==> config.mk <==
export PLATFORM = sky130hd
export DESIGN_NAME = mouse_pos_ctrl
export DESIGN_NICKNAME = d
export VERILOG_FILES = /design/src/rtl/mouse_pos_pkg.sv /design/src/rtl/mouse_axis_upd.sv /design/src/rtl/mouse_pos_ctrl.sv
export SDC_FILE = /design/constraint.sdc
export NUM_CORES = 1
export LEC_CHECK = 0
export ABC_CLOCK_PERIOD_IN_PS = 5490
export BUFFER_PORTS_ARGS = -buffer_cell sky130_fd_sc_hd__buf_4
export CAP_MARGIN = 20
export CORE_MARGIN = 1
export CORE_UTILIZATION = 26
export CTS_BUF_LIST = sky130_fd_sc_hd__clkbuf_2
export DETAILED_ROUTE_END_ITERATION = 8
export GPL_TIMING_DRIVEN = 0
export PLACE_DENSITY = 0.54
export SLEW_MARGIN = 20
export SYNTH_ARGS = -nofsm -noshare
export SYNTH_HDL_FRONTEND = slang
export SYNTH_HIERARCHICAL = 1
export SYNTH_SLANG_ARGS = --single-unit
==> constraint.sdc <==
create_clock -name clk -period 5.49 [get_ports clk]
set_clock_uncertainty 0.2 [all_clocks]
set_input_delay 1.098 -clock clk [delete_from_list [all_inputs] [get_ports clk]]
set_output_delay 1.098 -clock clk [all_outputs]
set_load 0.03 [all_outputs]
==> src/rtl/mouse_pos_pkg.sv <==
// rtl/mouse_pos_pkg.sv - shared state type and constants for the mouse position controller
package mouse_pos_pkg;

    typedef enum logic [1:0] {
        S_IDLE = 2'd0,
        S_CALC = 2'd1,
        S_WR_X = 2'd2,
        S_WR_Y = 2'd3
    } state_t;

    localparam logic [1:0] PIO_DATA_ADDR = 2'd0;
    localparam int DEF_POS_W = 12;
    localparam int DEF_X_MAX = 639;
    localparam int DEF_Y_MAX = 479;

endpackage

==> src/rtl/mouse_axis_upd.sv <==
// rtl/mouse_axis_upd.sv - one-axis position update (clamp, or wrap with MOUSE_POS_CTRL_WRAP_EN)
module mouse_axis_upd #(
    parameter int POS_W = 12,
    parameter int MAX   = 639
) (
    input  logic [POS_W-1:0] i_pos,
    input  logic [7:0]       i_delta,
    output logic [POS_W-1:0] o_pos,
    output logic             o_changed
);

    localparam logic signed [POS_W+1:0] MAX_S = (POS_W+2)'(MAX);
    localparam logic signed [POS_W+1:0] MOD_S = (POS_W+2)'(MAX + 1);

    logic signed [POS_W+1:0] w_sum;
    logic signed [POS_W+1:0] w_res;

    assign w_sum = $signed({2'b00, i_pos}) + $signed({{(POS_W-6){i_delta[7]}}, i_delta});

    always_comb begin
        w_res = w_sum;
`ifdef MOUSE_POS_CTRL_WRAP_EN
        // |delta| never exceeds MAX+1, so one correction is always enough
        if (w_sum[POS_W+1])
            w_res = w_sum + MOD_S;
        else if (w_sum > MAX_S)
            w_res = w_sum - MOD_S;
`else
        if (w_sum[POS_W+1])
            w_res = '0;
        else if (w_sum > MAX_S)
            w_res = MAX_S;
`endif
    end

    assign o_pos     = w_res[POS_W-1:0];
    assign o_changed = (w_res != $signed({2'b00, i_pos}));

endmodule

==> src/rtl/mouse_pos_ctrl.sv <==
// rtl/mouse_pos_ctrl.sv - tracks cursor position from mouse deltas and writes it to the X/Y PIOs
module mouse_pos_ctrl
    import mouse_pos_pkg::*;
#(
    parameter int POS_W = DEF_POS_W,
    parameter int X_MAX = DEF_X_MAX,
    parameter int Y_MAX = DEF_Y_MAX
) (
    input  logic             clk,
    input  logic             reset,
    input  logic             delta_valid,
    output logic             delta_ready,
    input  logic [7:0]       delta_x,
    input  logic [7:0]       delta_y,
    input  logic             center_req,
    output logic [1:0]       pio_address,
    output logic             pio_cs_x,
    output logic             pio_cs_y,
    output logic             pio_write_n,
    output logic [31:0]      pio_writedata,
    output logic [POS_W-1:0] pos_x,
    output logic [POS_W-1:0] pos_y,
    output logic             busy
);

    localparam logic [POS_W-1:0] X_CTR = POS_W'(X_MAX / 2);
    localparam logic [POS_W-1:0] Y_CTR = POS_W'(Y_MAX / 2);

    state_t           r_state;
    logic [7:0]       r_dx;
    logic [7:0]       r_dy;
    logic             r_center;
    logic             r_chg_y;
    logic [POS_W-1:0] r_pos_x;
    logic [POS_W-1:0] r_pos_y;
    logic             r_cs_x;
    logic             r_cs_y;
    logic             r_write_n;
    logic [31:0]      r_wdata;

    logic [POS_W-1:0] w_ax_pos;
    logic [POS_W-1:0] w_ay_pos;
    logic             w_ax_chg;
    logic             w_ay_chg;
    logic [POS_W-1:0] w_nx;
    logic [POS_W-1:0] w_ny;
    logic             w_chg_x;
    logic             w_chg_y;

    mouse_axis_upd #(.POS_W(POS_W), .MAX(X_MAX)) u_axis_x (
        .i_pos     (r_pos_x),
        .i_delta   (r_dx),
        .o_pos     (w_ax_pos),
        .o_changed (w_ax_chg)
    );

    mouse_axis_upd #(.POS_W(POS_W), .MAX(Y_MAX)) u_axis_y (
        .i_pos     (r_pos_y),
        .i_delta   (r_dy),
        .o_pos     (w_ay_pos),
        .o_changed (w_ay_chg)
    );

    // A recentre always rewrites both PIOs, even when the value is unchanged
    assign w_nx    = r_center ? X_CTR : w_ax_pos;
    assign w_ny    = r_center ? Y_CTR : w_ay_pos;
    assign w_chg_x = r_center | w_ax_chg;
    assign w_chg_y = r_center | w_ay_chg;

    always_ff @(posedge clk or posedge reset) begin
        if (reset) begin
            r_state   <= S_IDLE;
            r_dx      <= '0;
            r_dy      <= '0;
            r_center  <= 1'b0;
            r_chg_y   <= 1'b0;
            r_pos_x   <= '0;
            r_pos_y   <= '0;
            r_cs_x    <= 1'b0;
            r_cs_y    <= 1'b0;
            r_write_n <= 1'b1;
            r_wdata   <= '0;
        end else begin
            case (r_state)
                S_IDLE: begin
                    if (center_req) begin
                        r_center <= 1'b1;
                        r_state  <= S_CALC;
                    end else if (delta_valid) begin
                        r_dx     <= delta_x;
                        r_dy     <= delta_y;
                        r_center <= 1'b0;
                        r_state  <= S_CALC;
                    end
                end
                S_CALC: begin
                    r_pos_x <= w_nx;
                    r_pos_y <= w_ny;
                    r_chg_y <= w_chg_y;
                    if (w_chg_x) begin
                        r_state   <= S_WR_X;
                        r_cs_x    <= 1'b1;
                        r_write_n <= 1'b0;
                        r_wdata   <= {{(32-POS_W){1'b0}}, w_nx};
                    end else if (w_chg_y) begin
                        r_state   <= S_WR_Y;
                        r_cs_y    <= 1'b1;
                        r_write_n <= 1'b0;
                        r_wdata   <= {{(32-POS_W){1'b0}}, w_ny};
                    end else begin
                        r_state <= S_IDLE;
                    end
                end
                S_WR_X: begin
                    r_cs_x <= 1'b0;
                    if (r_chg_y) begin
                        r_state <= S_WR_Y;
                        r_cs_y  <= 1'b1;
                        r_wdata <= {{(32-POS_W){1'b0}}, r_pos_y};
                    end else begin
                        r_state   <= S_IDLE;
                        r_write_n <= 1'b1;
                        r_wdata   <= '0;
                    end
                end
                default: begin
                    r_state   <= S_IDLE;
                    r_cs_y    <= 1'b0;
                    r_write_n <= 1'b1;
                    r_wdata   <= '0;
                end
            endcase
        end
    end

    assign delta_ready   = (r_state == S_IDLE) && !center_req && !reset;
    assign busy          = (r_state != S_IDLE);
    assign pio_address   = PIO_DATA_ADDR;
    assign pio_cs_x      = r_cs_x;
    assign pio_cs_y      = r_cs_y;
    assign pio_write_n   = r_write_n;
    assign pio_writedata = r_wdata;
    assign pos_x         = r_pos_x;
    assign pos_y         = r_pos_y;

endmodule

# Word level (Yosys, flattened, before mapping)
# Cells that the tools add are included.
# W data, S select, Z words.
totals:
  reg_bits: 79
  inputBits: 20
  out_inout_bits: 63
op_classes:
  add_sub_neg: 2
  order_cmp: 2
  n_eq_ne: 11
  n_mux: 28
  n_bitwise: 4
  n_reduce_logical: 14
op_table:
  columns: ["operator", "count"]
  rows:
  - ["$pmux W32 S3", 1]
  - ["$mux W32", 2]
  - ["$mux W12", 3]
  - ["$add A13 B8 Y14", 2]
  - ["$mux W14", 2]
  - ["$ne A14 B13 Y1", 2]
  - ["$mux W13", 2]
  - ["$gt A14 B10 Y1 const B", 1]
  - ["$gt A14 B11 Y1 const B", 1]
  - ["$mux W2", 5]
  - ["$ne A2 B2 Y1 const B", 5]
  - ["$mux W1", 9]
  - ["$ne A3 B3 Y1 const B", 2]
  - ["$pmux W1 S3", 2]
  - ["$pmux W2 S3", 1]
  - ["$reduce_and A2 Y1", 3]
  - ["$reduce_and A3 Y1", 2]
  - ["$reduce_bool A2 Y1", 3]
  - ["$reduce_and A4 Y1", 1]
  - ["$eq A2 B1 Y1 const B", 1]
  - ["$eq A2 B2 Y1 const B", 1]
  - ["$logic_and A1 B1 Y1", 2]
  - ["$logic_not A1 Y1", 2]
  - ["$logic_not A2 Y1", 1]
  - ["other kinds (3)", 5]

# Longest topological paths before layout
# Gate-level depths: netlist of run 1.
logic_depth:
  depth_word: 9
  depth_mapped: 17

# Cells and area by module
# The synthesis of run 1 kept the hierarchy.
modules_own_cells:
  columns: ["mod", "n_inst", "cells_per_inst", "area_per_inst_um2", "seq_area_each_um2"]
  rows:
  - ["mouse_pos_ctrl", 1, 237, 2815.2, 1477.7]
  - ["mouse_axis_upd at u_axis_x", 1, 162, 1126.1, 0.0]
  - ["mouse_axis_upd at u_axis_y", 1, 136, 1008.5, 0.0]

# Least setup slack after synthesis of run 1
# No wires, ideal clock.
synth_path:
  path_type: "flip-flop to flip-flop"
  startpoint: "register r_pos_x[6], in the netlist pos_x[6]"
  endpoint: "register r_cs_y, in the netlist pio_cs_y"
  setup_time_ps: 128
  arrival_ps: 4422
  required_ps: 5162
  setup_slack_ps: 740
  path_stages_with_launch: 16
  n_path_buf: 2
  period_less_slack_ps: 4750
  path_cell_list: "dfrtp_1 ha_1 buf_2 a21o_1 or4_1 o221a_1 o211a_1 o22a_1 a31oi_1 xnor2_1 o2111ai_1 or4_1 buf_6 or3b_1 a221oi_2 mux2_1"
synth_between:
  elab_chain_len: 8
synth_rtl:
  columns: ["item", "line_no", "text"]
  rows:
  - ["start: declaration", "mouse_pos_ctrl.sv:34", "logic [POS_W-1:0] r_pos_x;"]
  - ["start signal: assignment", "mouse_pos_ctrl.sv:97", "r_pos_x <= w_nx;"]
  - ["$add A13 B8 Y14 (*)", "mouse_axis_upd.sv:18", "assign w_sum = $signed({2'b00, i_pos}) + $signed({{(POS_W-6){i_delta[7]}}, i_delta});"]
  - ["$gt A14 B11 Y1", "mouse_axis_upd.sv:31", "else if (w_sum > MAX_S)"]
  - ["$mux W13", "mouse_axis_upd.sv:31", null]
  - ["$mux W14 (*)", "mouse_axis_upd.sv:29", "if (w_sum[POS_W+1])"]
  - ["via w_ax_pos[1]", "mouse_pos_ctrl.sv:41", "logic [POS_W-1:0] w_ax_pos;"]
  - ["$ne A14 B13 Y1 (*)", "mouse_axis_upd.sv:37", "assign o_changed = (w_res != $signed({2'b00, i_pos}));"]
  - ["via w_ax_chg", "mouse_pos_ctrl.sv:43", "logic w_ax_chg;"]
  - ["$or A1 B1 Y1 (*)", "mouse_pos_ctrl.sv:67", "assign w_chg_x = r_center | w_ax_chg;"]
  - ["$ne A2 B2 Y1 (no source line) (*)", null, null]
  - ["$reduce_and A4 Y1 (no source line) (*)", null, null]
  - ["end signal: assignment", "mouse_pos_ctrl.sv:80", "r_cs_y <= 1'b0;"]
  - ["end signal: assignment", "mouse_pos_ctrl.sv:107", "r_cs_y <= 1'b1;"]
  - ["end signal: assignment", "mouse_pos_ctrl.sv:118", "r_cs_y <= 1'b1;"]
  - ["end: declaration", "mouse_pos_ctrl.sv:37", "logic r_cs_y;"]
# Mark *: on every way through the listed nets, which the timed path passes. The rest lies on a longest branch.
# A chain may end at the register's enable or synchronous reset.

# Worst setup path after layout of run 1
# Same ends and word-level chain as after synthesis.

==> results of run 1 <==
[timing repair]
action / in CTS / in global routing
hold buffers: 0 / 0
endpoints found under the setup margin: 0 / 6
resized for setup: 0 / 1
[through the flow]
step / utilization [%] / cell area, um2 / hold WS (ns) / std cells
after floorplan: - / 5040 / 0.284 / 559
after CTS: 31.5 / 5880 / 0.228 / 869
final: 31.5 / 5890 / 0.263 / 869
after detailed placement: 31.1 / 5810 / 0.283 / 854
after global routing: 31.5 / 5890 / 0.210 / 869
after global placement: 30.9 / 5780 / 0.276 / 853
[worst min path at each step]
stage	end	slack (ns)	cells past startpoint
5_1_grt	pio_cs_y	0.21	2
6_report	pio_cs_y	0.26	2
2_1_floorplan	r_dx[2]	0.28	1
3_3_place_gp	pio_cs_y	0.28	1
4_1_cts	pio_cs_y	0.23	2
3_5_place_dp	pio_writedata[5]	0.28	1
[sequential cells by signal (all words and copies together) (netlist names)]
| name | count |
|---|---|
| pio_cs_x | 1 |
| pio_cs_y | 1 |
| pio_write_n | 1 |
| pio_writedata | 12 |
| pos_x | 12 |
| pos_y | 12 |
| r_center | 1 |
| r_chg_y | 1 |
| r_dx | 8 |
| r_dy | 8 |
| r_state | 2 |
[cells in the mapped netlist, types with 11 or more instances]
| library cell | count |
|---|---|
| nor3_1 | 11 |
| buf_2 | 11 |
| xnor2_1 | 11 |
| o21ai_0 | 25 |
| buf_4 | 28 |
| o2bb2ai_1 | 12 |
| nand2_1 | 28 |
| inv_1 | 37 |
| o22a_1 | 16 |
| dfrtp_1 | 58 |
| a21oi_1 | 32 |
| nor2_1 | 24 |
| ha_1 | 30 |
| mux2_2 | 24 |
[cell families (layout without fill, tap and decap cells)]
family                   count (synthesis)  count (layout)  share of synthesized area [%]
buffers and inverters                   88             164                           9.61
flip-flops                              59              59                           29.9
adder cells (fa/ha/maj)                 32              32                           8.39
XOR/XNOR                                21              21                           3.72
other                                    3              27                          0.227
AND/OR/NAND/NOR                        127             127                           15.0
multiplexers                            31              31                           6.90
AO/OA/AOI/OAI                          174             174                           26.3
[worst max-delay path: cells and delay by family, from the launching register on]
family,cells,cell delay [ns]
AO/OA/AOI/OAI,7,1.66
AND/OR/NAND/NOR,3,1.45
buffers and inverters,2,0.35
adder cells (fa/ha/maj),1,0.33
multiplexers,1,0.35
flip-flops,1,0.54
XOR/XNOR,1,0.19
[cell type report]
class                   count  area (um2)
multi-input cells         412        3090
well taps                 234         293
inverters                  37         141
clock inverters             5        21.3
flip-flops and latches     59        1480
clock buffers              10        50.0
repair buffers             61         478
fillers                  1999       12800
plain buffers              51         337
[routing by layer]
metal	vias to the layer above	wire length, um
met5	-	0
met4	0	108
met3	9	555
met2	86	6550
met1	2030	6090
li1	2139	-
==> metrics, run 1 <==
number of synthesized flops with an enable pin=0; CP startpoint kind=flop; vias per cell=4.91; GPL Wtd Cong=0.808; starting density of the core=26.5%; worst r2r dst=pio_cs_y; H-Tree Depth=3; Seq/Total Area, Yosys=29.9%; PortBufs=60; post-route ant nets=0; drt pass-1 iters=5; commonest non-fill, non-tap cell in the layout=buf_4; Tcrit/Tclk final=94.3%; buffer depth of the longest clock path=2; GRT Overall Usage=14.3%; Area growth syn-to-layout=18.9%; TritonCTS clock tree=built; Final Hold Fails=0; GRT overflow=0; # rows=50; Max Cap Viol=0; status=finished clean; Crit path largest cell delay=0.58 ns; setup TNS=0 ns; crit-path cells=ha_1 -> buf_2 -> a21o_1 -> or4_1 -> o221a_1 -> o211a_1 -> o22a_1 -> a31oi_1 -> xnor2_1 -> o2111ai_1 -> or4_1 -> buf_6 -> or3b_1 -> a221oi_2 -> mux2_1; vias in the first global route=4154; CP endpoint=pio_cs_y; flops & latches, synth=59; Core ar.=0.0187 mm2; Die Y=140 um; area share of the largest cell type after synthesis=29.3%; WL final=13.3 mm; largest net degree at the start of global routing=44; Worst Setup SP=pos_x[6]; post-synth cell types=87; 1st-iter DRT viols=264; CP arrival=5.43 ns; R2R Setup Slk=0.31 ns; slew margin rel.=58.2%; Post-CTS Setup Repair Bufs=0; CP Class=flop to flop; ratio of cells with drive above 1 in the final layout=26.3%; dpl ws=0.193 ns; DRC viols=0; f_max=193 MHz; per-cell routed wire length=15.3 um; Worst Path Max Fanout=10; Area contributors post-synth=dfrtp_1 29%, ha_1 7.6%, mux2_2 5.5%; DR vias=4264; CTS Buf Count=9; synth warn=6; CP max-delay cell=or4_1; HPWL after DPL=10.4 mm; Tmin final=5.18 ns; GR Layer Usage met1=18.4%; first-pass GRT wire length=22.1 mm; Post-Syn Area=0.00495 mm2; # setup viols final=0; clock sinks=59; pin slew with the least headroom to its limit=0.622 ns; Die W=140 um; initial antenna violation count=0; Main synth FF type=dfrtp_1; worst r2r src=pos_x[6]; most frequent cells in the layout=88 x buf_4, 57 x dfrtp_1, 36 x inv_1; Crit. End Element=flop; asr flop ratio synth=100%; busiest layer in global routing=met2; worst reg2reg path depth=15; CTS clk-pin slew, worst paths=0.18 ns; mean post-synth cell area=9.25 um2; Clock Latency Late Sink=0.54 ns; ant diodes=0; RSZ-0062 raised after global routing=no; num ports=83; WP data required=5.75 ns; met3 usage=3.08%; nets@finish=683; clock tree root driver cell=clkbuf_2; final worst slack=0.314 ns; synthesized instance count=535; die area=0.0196 mm2; Synth area leader=dfrtp_1; cell mode on critical path=or4_1; M2 GR Usage=24.4%; Worst Hold Class=input port to asynchronous set/reset pin; fin. max-slew vios=0
Power of run 1 is not shown: default switching activity piles up to over one toggle a cycle in this logic, so the estimate is an artifact.
==> inputs of run 2 (changes only) <==
- ABC_CLOCK_PERIOD_IN_PS: 5490 -> 6410
- CTS_CLUSTER_SIZE: default -> 40
- clock period: 5.49 -> 6.41 ns (I/O delays scaled with it)
==> metrics, run 2 (synthesis gave the netlist of run 1 again) <==
hold-fix buffer count after cts=0 (unchanged); vias per cell=4.91 (unchanged); Post-CTS Setup Repair Bufs=0 (unchanged); hold path start=pio_writedata[5]; vias in the first global route=4154 (unchanged); worst r2r src=r_dx[7]; clock tree root driver cell=clkbuf_2; post-route ant nets=0 (unchanged); Crit path largest cell delay=0.66 ns (+0.08 ns); GPL Wtd Cong=0.808 (unchanged); starting density of the core=26.5% (unchanged); CP startpoint kind=flop; CP arrival=5.55 ns (+0.12 ns); HPWL after DPL=10.4 mm (unchanged); Crit. End Element=flop; post-cts gate resize count=0 (unchanged); PortBufs=60 (unchanged); die area=0.0196 mm2 (unchanged); RSZ-0062 raised after global routing=no; Final Hold Fails=0 (unchanged); cell mode on critical path=or4_1; drt pass-1 iters=5 (unchanged); worst r2r dst=pio_cs_y; status=finished clean; CP Class=flop to flop; GRT overflow=0 (unchanged); clock sinks=59 (unchanged); Clock Latency Late Sink=0.54 ns (about the same); worst reg2reg path depth=15 (unchanged); setup TNS=0 ns (unchanged); GRT Overall Usage=14.3% (unchanged); Max Cap Viol=0 (unchanged); WL final=13.3 mm (about the same); R2R Setup Slk=1.12 ns (+0.81 ns); DR vias=4264 (unchanged); CTS Buf Count=9 (unchanged); most frequent cells in the layout=88 x buf_4, 58 x dfrtp_1, 36 x inv_1; largest net degree at the start of global routing=44 (unchanged); fin. max-slew vios=0 (unchanged); # rows=50 (unchanged); Die W=140 um (unchanged); TritonCTS clock tree=built; Worst Path Max Fanout=15 (+5); Worst Hold Class=flop to flop; # setup viols final=0 (unchanged); Tcrit/Tclk final=82.5% (-12 points); pin slew with the least headroom to its limit=0.622 ns (unchanged); Worst Setup SP=r_dx[7]; Die Y=140 um (unchanged); ant diodes=0 (unchanged); crit-path cells=ha_1 -> clkbuf_1 -> a21o_1 -> or4_1 -> o221a_1 -> o211a_1 -> o22a_1 -> a31oi_1 -> xnor2_1 -> o2111ai_1 -> or4_1 -> buf_6 -> or3b_1 -> a221oi_2 -> mux2_1; Core ar.=0.0187 mm2 (unchanged); WHS Path Cells=1; Tmin final=5.29 ns (+0.113 ns); H-Tree Depth=3 (unchanged); DRC viols=0 (unchanged); CP max-delay cell=dfrtp_1; 1st-iter DRT viols=263 (-0.38%); nets@finish=683 (unchanged); initial antenna violation count=0 (unchanged); WP data required=6.67 ns (+0.92 ns); f_max=189 MHz (-2.1%); buffer depth of the longest clock path=2 (unchanged); Worst Hold End=pio_writedata[5]; CTS clk-pin slew, worst paths=0.18 ns (about the same); commonest non-fill, non-tap cell in the layout=buf_4; first-pass GRT wire length=22.1 mm (unchanged); num ports=83 (unchanged); per-cell routed wire length=15.3 um (about the same); Area growth syn-to-layout=18.9% (about the same); slew margin rel.=58.2% (unchanged); ratio of cells with drive above 1 in the final layout=26.1% (-0.16 points)
-- run 2: cell counts in the layout (fill, tap and decap cells not counted) --
No cell type changed its count.
-- run 2: worst max-delay path, delay by kind of cell (launching register included) --
family / cells / cell delay, ns
muxes: 1 / 0.35
adders and majority gates: 1 / 0.32
DFF: 1 / 0.66
xor gates and xnor gates: 1 / 0.19
and+or+nand+nor: 3 / 1.41
AOI/OAI and AO/OA: 7 / 1.70
buffers and inverters: 2 / 0.38
-- run 2: routing by layer --
layer	global-route usage (%)	wire, um
met5	0	0
met3	3.08	555
met4	3.01	108
met2	24.4	6560
met1	18.4	6090
-- run 2: worst max-delay path by stage --
stage / endpoint
2_1_floorplan: pio_cs_y
3_3_place_gp: pio_cs_y
3_5_place_dp: pio_cs_y
4_1_cts: pio_cs_y
5_1_grt: pio_writedata[1]
6_report: pio_cs_y
-- run 2: area by class of cell --
| class | instances | area (um2) |
|---|---|---|
| Buffer | 51 | 337 |
| Clock buffer | 10 | 50.0 |
| Clock inverter | 5 | 21.3 |
| Fill cell | 2000 | 12800 |
| Inverter | 37 | 141 |
| Multi-Input combinational cell | 412 | 3090 |
| Sequential cell | 59 | 1480 |
| Tap cell | 234 | 293 |
| Timing Repair Buffer | 61 | 478 |
-- run 2: per-stage QoR --
stage          setup slack (ns)  utilization [%]  area (um2)  hold WS, ns  instances
2_1_floorplan              1.66                -        5040        0.284        559
3_3_place_gp               1.14             30.9        5780        0.276        853
4_1_cts                    1.10             31.5        5880        0.324        869
6_report                   1.12             31.5        5880        0.320        869
5_1_grt                   0.856             31.5        5880        0.335        869
3_5_place_dp               1.11             31.1        5810        0.283        854
Power of run 2 is left out for the same reason.
==> inputs of run 3 (changes only) <==
- ABC_CLOCK_PERIOD_IN_PS: 6410 -> 4820
- PLACE_DENSITY: 0.54 -> 0.56
- clock period: 6.41 -> 4.82 ns (I/O delays scaled with it)
==> metrics, run 3 (synthesis gave the netlist of run 1 again) <==
status=finished, violations left; failing checks=design-rule violations; per-cell routed wire length=15.3 um (+0.19%); GRT Overall Usage=14.2% (-0.041 points); Tcrit/Tclk final=97.6% (+15 points); Die W=140 um (unchanged); Final Hold Fails=0 (unchanged); slew margin rel.=66.6% (+8.4 points); Crit. End Element=flop; DRC viols=1 (+1); HPWL after DPL=10.3 mm (-0.37%); f_max=213 MHz (+12%); 1st-iter DRT viols=240 (-8.7%); vias in the first global route=4237 (+2.0%); nets@finish=695 (+1.8%); RSZ-0062 raised after global routing=no; vias per cell=4.97 (+1.3%); Worst Hold Class=input port to asynchronous set/reset pin; TritonCTS clock tree=built; ratio of cells with drive above 1 in the final layout=32.3% (+6.1 points); Area growth syn-to-layout=25.5%; Clock Latency Late Sink=0.55 ns (about the same); post-route ant nets=0 (unchanged); Final Util=33.2% (+1.8 points); CP startpoint kind=flop; Hold Slack=0.183 ns (-0.137 ns); initial antenna violation count=0 (unchanged); most frequent cells in the layout=104 x buf_4, 52 x dfrtp_1, 36 x inv_1; DR vias=4384 (+2.8%); pin slew with the least headroom to its limit=0.498 ns (-0.125 ns); PortBufs=60 (unchanged); CTS clk-pin slew, worst paths=0.19 ns (about the same); Max Cap Viol=0 (unchanged); drt pass-1 iters=9 (+4); num ports=83 (unchanged); die area=0.0196 mm2 (unchanged); Die Y=140 um (unchanged); # rows=50 (unchanged); H-Tree Depth=3 (unchanged); worst r2r src=r_dx[7]; worst r2r dst=pio_cs_y; WP data required=5.07 ns (-1.60 ns); clock tree root driver cell=clkbuf_2; clock sinks=59 (unchanged); GRT overflow=0 (unchanged); Tmin final=4.71 ns (-0.584 ns); worst reg2reg path depth=13 (-2); CP arrival=4.95 ns (-0.60 ns); CP Class=flop to flop; R2R Setup Slk=0.11 ns (-1.01 ns); Worst Setup SP=r_dx[7]; # setup viols final=0 (unchanged); buffer depth of the longest clock path=2 (unchanged); Core ar.=0.0187 mm2 (unchanged); fin. max-slew vios=0 (unchanged); WL final=13.5 mm (+1.7%); largest net degree at the start of global routing=32 (-27%); Filler cells=1949 (-2.6%); commonest non-fill, non-tap cell in the layout=buf_4; GPL Wtd Cong=0.821 (+1.6%); first-pass GRT wire length=21.9 mm (-1.2%); ant diodes=0 (unchanged); starting density of the core=26.5% (unchanged); Worst Path Max Fanout=10 (-5); CTS Buf Count=9 (unchanged)
-- run 3: worst max-delay path by stage --
stage | end | depth (start not counted)
6_report | pio_cs_y | 13
5_1_grt | pio_cs_y | 13
4_1_cts | pio_cs_y | 15
3_5_place_dp | pio_cs_y | 15
3_3_place_gp | pio_cs_y | 15
2_1_floorplan | pio_cs_y | 15
-- run 3: critical path: stages (launching register included) --
cell	delay, ns
dfrtp_2	0.49
ha_1	0.41
and3_1	0.23
or4_1	0.50
o221a_1	0.22
o211a_1	0.21
o22a_4	0.24
a31oi_4	0.23
xnor2_2	0.14
o2111ai_2	0.11
or4_4	0.59
or3b_1	0.41
a221oi_2	0.27
mux2_1	0.34
-- run 3: metal layers --
layer	global-route usage (%)	routed length, um
met2	23.9	6550
met4	3.41	144
met5	0	0
met1	18.4	6210
met3	3.32	634
-- run 3: timing repair --
action	4_1_cts	5_1_grt
pin swaps	3	9
hold buffers	0	0
resized for setup	13	27
setup endpoints to repair	17	14
setup buffers	7	8
-- run 3: layout make-up --
type                    count  area (um2)  area share [%]
plain buffers              48         324            5.22
clock buffers              10        50.0           0.806
clock inverters             6         104            1.67
inverters                  37         141            2.28
multi-input cells         412        3230            52.0
flip-flops and latches     59        1490            23.9
well taps                 234         293            4.71
repair buffers             76         583            9.39
-- run 3: per-stage QoR --
step                      instances  TNS [ns]  area [um2]  setup slack, ns
after CTS                       876         0        6070           0.0206
after global routing            882         0        6210          0.00294
after global placement          853     -5.27        5780           -0.423
after detailed placement        854     -5.00        5810           -0.404
after floorplan                 559         0        5040           0.0703
final                           882         0        6210            0.114
Power of run 3 is left out for the same reason.
